===== src/rtl/lint_serial_deser.sv =====
// Serial-to-parallel deserializer: SOF beat, DATA_W data beats LSB first, optional even-parity beat.
// Word is held with out_valid until out_ready; input is stalled (in_ready=0) while a word is held.
module lint_serial_deser #(
  parameter int DATA_W    = 8,
  parameter int PARITY_EN = 1
) (
  input  logic              clk,
  input  logic              rst,
  input  logic              in_valid,
  input  logic              in_sof,
  input  logic              in_bit,
  output logic              in_ready,
  output logic              out_valid,
  input  logic              out_ready,
  output logic [DATA_W-1:0] out_data,
  output logic              out_perr,
  output logic              out_abort,
  output logic [7:0]        out_frames
);

  localparam int CW = $clog2(DATA_W + 1);

  typedef enum logic [1:0] {IDLE, DATA, PARITY, HOLD} state_t;

  state_t            state, state_nxt;
  logic [CW-1:0]     count;
  logic [DATA_W-1:0] shreg;
  logic [DATA_W-1:0] word;
  logic              accept;
  logic              start;
  logic              restart;
  logic              data_beat;
  logic              last_data;
  logic              par_beat;
  logic              handshake;
  logic              load_out;

  always_comb begin
    in_ready  = (state != HOLD);
    out_valid = (state == HOLD);
    accept    = in_valid && in_ready;
    start     = accept && in_sof;
    restart   = start && (state == DATA || state == PARITY);
    data_beat = accept && !in_sof && (state == DATA);
    last_data = data_beat && (count == CW'(DATA_W - 1));
    par_beat  = accept && !in_sof && (state == PARITY);
    handshake = out_valid && out_ready;

    // Shift register with the current beat merged in, so the final data beat can load out_data directly.
    word = shreg;
    for (int i = 0; i < DATA_W; i++) begin
      if (data_beat && count == CW'(i)) begin
        word[i] = in_bit;
      end
    end

    state_nxt = state;
    case (state)
      IDLE: begin
        if (start) state_nxt = DATA;
      end
      DATA: begin
        if (start) begin
          state_nxt = DATA;
        end else if (last_data) begin
          state_nxt = (PARITY_EN != 0) ? PARITY : HOLD;
        end
      end
      PARITY: begin
        if (start) begin
          state_nxt = DATA;
        end else if (par_beat) begin
          state_nxt = HOLD;
        end
      end
      HOLD: begin
        if (handshake) state_nxt = IDLE;
      end
      default: state_nxt = IDLE;
    endcase

    load_out = (state != HOLD) && (state_nxt == HOLD);
  end

  always_ff @(posedge clk) begin
    if (rst) begin
      state      <= IDLE;
      count      <= '0;
      shreg      <= '0;
      out_data   <= '0;
      out_perr   <= 1'b0;
      out_abort  <= 1'b0;
      out_frames <= 8'd0;
    end else begin
      state     <= state_nxt;
      out_abort <= restart;
      if (start && state != HOLD) begin
        count <= '0;
        shreg <= '0;
      end else if (data_beat) begin
        count <= count + 1'b1;
        shreg <= word;
      end
      // Output word only changes when a new word is presented.
      if (load_out) begin
        out_data <= word;
        out_perr <= (PARITY_EN != 0) && (^shreg ^ in_bit);
      end
      if (handshake) begin
        out_frames <= out_frames + 8'd1;
      end
    end
  end

endmodule


===== config.mk =====
export PLATFORM = sky130hd
export DESIGN_NAME = lint_serial_deser
export DESIGN_NICKNAME = d
export VERILOG_FILES = /design/src/rtl/lint_serial_deser.sv
export SDC_FILE = /design/constraint.sdc
export NUM_CORES = 1
export LEC_CHECK = 0
export BUFFER_PORTS_ARGS = -buffer_cell sky130_fd_sc_hd__buf_2
export CAP_MARGIN = 20
export CORE_MARGIN = 10
export CORE_UTILIZATION = 50
export CTS_CLUSTER_SIZE = 24
export DETAILED_ROUTE_END_ITERATION = 8
export GPL_ROUTABILITY_DRIVEN = 0
export PLACE_DENSITY = 0.72
export SLEW_MARGIN = 20
export SYNTH_ARGS = -nofsm -noshare
export SYNTH_HDL_FRONTEND = slang
export SYNTH_SLANG_ARGS = --single-unit

===== constraint.sdc =====
create_clock -name clk -period 6 [get_ports clk]
set_input_delay 0.3 -clock clk [delete_from_list [all_inputs] [get_ports clk]]
set_output_delay 0.3 -clock clk [all_outputs]
set_load 0.05 [all_outputs]

## Yosys cells after proc, flatten, opt, wreduce, memory -nomap -nowiden

Cells that the tools add are included.
W data, S select, Z words.

- Flip-flop bits (word level): 32
- Input port bits: 6
- Output and inout port bits: 20

- Add/sub/neg operators: 2
- Eq/ne operators: 12
- Multiplexer cells: 15
- Bitwise gates (word level): 1
- Reduce and logical (&&, ||, !) cells: 23

Operators with widths:

| operator | count |
|---|---|
| $logic_and A1 B1 Y1 | 17 |
| $eq A4 B3 Y1 const B | 4 |
| $mux W2 | 6 |
| $add A8 B1 Y8 const B | 1 |
| $eq A4 B2 Y1 const B | 2 |
| $mux W1 | 8 |
| $pmux W2 S4 | 1 |
| $reduce_xor A8 Y1 | 1 |
| $eq A2 B2 Y1 const B | 3 |
| $add A4 B1 Y4 const B | 1 |
| $eq A4 B1 Y1 const B | 1 |
| $logic_not A4 Y1 | 1 |
| $eq A2 B1 Y1 const B | 1 |
| $logic_not A2 Y1 | 1 |
| $ne A2 B2 Y1 const B | 1 |
| $reduce_or A2 Y1 | 1 |
| $logic_not A1 Y1 | 1 |
| $logic_or A1 B1 Y1 | 1 |
| $xor A1 B1 Y1 | 1 |

## Depth between registers and ports, before layout

- Word-level depth: 10
- Gate-level depth with buffers: 8

## Worst setup path after synthesis

No wires, ideal clock.

- Path type: reg-to-reg
- Start point: reg state[0]
- End point: reg out_data[6]
- Library setup time: 0.088 ns
- Arrival time: 2.483 ns
- Required time: 5.912 ns
- Setup slack: 3.429 ns
- Cell stages (with the launch flop): 8
- Path buffers: 1
- Clock period less this slack: 2.571 ns
- Cells stage by stage: dfxtp_1 ha_1 inv_1 or3_1 o211ai_4 buf_6 a21oi_2 a311oi_2

- Elaborated cells on any way between the ends: 23
- Those cells by class: eq/ne (5); mux (8); reduce/logical (10)

RTL lines:

| item | line | text |
|---|---|---|
| start: declaration | 25 | `state_t state, state_nxt;` |
| start signal: assignment | 95 | `state <= state_nxt;` |
| $eq A2 B2 Y1 (*) | 40 | `out_valid = (state == HOLD);` |
| named net out_valid | 13 | `output logic out_valid,` |
| $logic_and A1 B1 Y1 | 47 | `handshake = out_valid && out_ready;` |
| $mux W2 | 77 | `if (handshake) state_nxt = IDLE;` |
| $pmux W2 S4 (*) | 58 | `case (state)` |
| $eq A2 B2 Y1 (*) | 82 | `load_out = (state != HOLD) && (state_nxt == HOLD);` |
| $logic_and A1 B1 Y1 (*) | 82 |  |
| end signal: assignment | 106 | `out_data <= word;` |
| end: declaration | 15 | `output logic [DATA_W-1:0] out_data,` |

The timed path passes the listed nets; every way through them passes the cells marked *.
A chain may end at the register's enable or synchronous reset.

## Worst setup path in the final report

- Start point: reg state[0]
- End point: reg out_data[5]

- Longest elaborated chain between the ends: 10
- Elaborated cells on any way between the ends: 23
- Those cells by class: eq/ne (5); mux (8); reduce/logical (10)

RTL lines:

| item | line | text |
|---|---|---|
| $ne A2 B2 Y1 | 39, 82 |  |
| $logic_and A1 B1 Y1 | 41 | `accept = in_valid && in_ready;` |
| $logic_and A1 B1 Y1 | 44, 46 |  |
| $logic_and A1 B1 Y1 | 44 | `data_beat = accept && !in_sof && (state == DATA);` |
| $logic_and A1 B1 Y1 | 45 | `last_data = data_beat && (count == CW'(DATA_W - 1));` |
| $mux W2 | 65 | `end else if (last_data) begin` |
| $mux W2 | 63 | `if (start) begin` |
| $pmux W2 S4 | 58 |  |
| $eq A2 B2 Y1 | 82 |  |
| $logic_and A1 B1 Y1 | 82 |  |

Parallel ways exist; a longest one is shown, timed or not.

==> impl_metrics.ini <==
[status]
status = complete, no violations

[critical_path]
required_ns = 6.26
crit_type = reg -> reg
crit_arrival_ns = 2.77
worst_setup_path_end_kind = flip-flop
cp-startpoint = state[0]
start_kind = flip-flop
worstReg2RegStart = state[0]
critPathMaxFanout = 16

[timing]
drv_slew = 0
slew_headroom_pct = 56.05
tightest_slew_ns = 0.6571
tns_ns = 0
fin_crit_sh_pct = 41.79
hold_viol_final = 0
setup_violations = 0
rsz0062_at_grt = no
max_freq_ghz = 0.3988
min_period_ns = 2.508
finalClockSkew_ns = 0.007131

[pwr]
power_per_cell_area_nw_per_um2 = 205.2
p_leak_nw = 0.7743
vdd_drop_max_v = 0.0001266

[detailed_routing]
wirelength_um = 3537
vias_per_cell = 5.487
drt_iter0_drc = 98
drc = 0
antenna_left = 0
vias = 1306
dr.pass1.iters = 4
wl_per_cell_um = 14.86

[cts]
clk_pin_slew_worst_paths_ns = 0.10
cts_buffers = 5
htreeDepth = 2
clk_latency_ns = 0.34
cts_resized = 0
cts_tree = yes
clkSinkCount = 32
postCtsHoldBufs = 0
post_cts_buffers = 0
cts_max_path_buffers = 2
root_buffer = clkbuf_4

[yosys]
synthArstFlopShare_pct = 0
yosysWarnings = 0
synth.avg_cell_area_um2 = 9.536
ys_ff_latch = 32
netlist_top_cells_area = dfxtp_1 (40%), ha_1 (7.0%), mux2i_1 (5.0%)
synth_ff_type = dfxtp_1
synth_edf_count = 0
syn-num-nets = 184
ys_seq_area_share_pct = 39.75
synth_cell_types = 40
yosysTopAreaCellShare_pct = 39.75
synth.cell_area_um2 = 1612
yosysTopAreaCell = dfxtp_1
syn_inst = 169

[die]
core_um2 = 3078
row_count = 20
start_util_pct = 52.36
dieArea_um2 = 5894
io_pins = 26
die_y_um = 76.77
die_w_um = 76.77

[placement]
numPortBuffers = 25
hpwl_um = 2660

[finish]
n_antenna_cell = 0
fin_util_pct = 58.78
nFillCells = 285
nets = 208
final_common_cell = dfxtp_1
area_growth_syn_to_layout_pct = 12.27
drive_above_1_share_pct = 20.62
final_cell_mix = dfxtp_1 (32), buf_2 (25), nor2_1 (19)

[global_routing]
grt_pass1_vias = 1333
grt_usage_pct = 12.66
antenna_found_initial = 0
grt_max_degree = 22
grt_pass1_wl_um = 6154
gr-total-overflow = 0

[worst_hold_path]
hold_path.class = in -> reg
holdCritStartpoint = in_sof

[run]
max_cap_violations = 0
## final timing paths
| kind | endpoint | slack [ns] | depth (start not counted) |
|---|---|---|---|
| setup / recovery | out_data[5] | 3.49 | 6 |
| hold / removal | out_abort | 0.23 | 3 |
| setup reg to reg | out_data[5] | 3.49 | 6 |
| hold reg to reg | out_frames[7] | 0.49 | 2 |
## power breakdown
part	leakage [nW]	internal, mW	switching [mW]
clock network	0.0315	0.0573	0.0752
logic	0.485	0.00855	0.0161
registers	0.258	0.213	0.00100
## state kept, by name, summed over array words and instances (netlist names)
register    cells
out_abort       1
out_perr        1
count           4
out_data        8
out_frames      8
shreg           8
state           2
## routing by layer
layer | wire length, µm | global-route usage (%) | vias to the layer above
met3 | 180 | 5.128 | 9
li1 | - | - | 649
met1 | 1568 | 14.81 | 621
met2 | 1717 | 20.07 | 27
met5 | 0 | 0 | -
met4 | 70 | 5.019 | 0
## critical path: stages, from the launching register on
cell and delay (ns):
dfxtp_1 0.36, ha_1 0.31, and4bb_2 0.53, nand4b_4 0.17
a211oi_4 0.62, a21oi_1 0.18, a311oi_1 0.26
## cell usage after synthesis, types with 4 or more instances
library cell  number
ha_1               9
nand3_1           10
a311oi_1           6
inv_1              6
xnor2_1            6
clkbuf_1           5
nand4_1            5
nand2_1            8
o21ai_0            4
mux2i_1            8
nor2_1            19
xor2_1             7
a21oi_1           13
dfxtp_1           32
## logic make-up after synthesis
group | synth area share, %
buffers and inverters | 4.192
XOR/XNOR | 8.463
AO/OA/AOI/OAI | 15.06
multiplexers | 5.668
adder cells (fa/ha/maj) | 6.988
AND/OR/NAND/NOR | 19.88
flip-flops | 39.75
## through the flow
stage                     setup WS, ns  total power, mW  hold WS [ns]  area [µm²]  instances
after floorplan                  3.429           0.2390        0.4356        1612        169
after global placement           3.650           0.2423        0.4700        1747        230
after detailed placement         3.513           0.2435        0.4839        1747        230
after CTS                        3.500           0.3766        0.2198        1809        238
after global routing             3.213           0.3872        0.2480        1809        238
final                            3.492           0.3713        0.2340        1809        238
## cell type report
cell class / instances / area (µm²) / area share (%)
multi-input combinational: 123 / 903.4 / 49.93
sequential: 32 / 640.6 / 35.41
timing repair buffer: 25 / 125.1 / 6.916
clock buffer: 7 / 55.05 / 3.043
tap: 44 / 55.05 / 3.043
inverter: 6 / 22.52 / 1.245
clock inverter: 1 / 7.507 / 0.4149
Note: power is estimated with default switching activity, not from simulation.
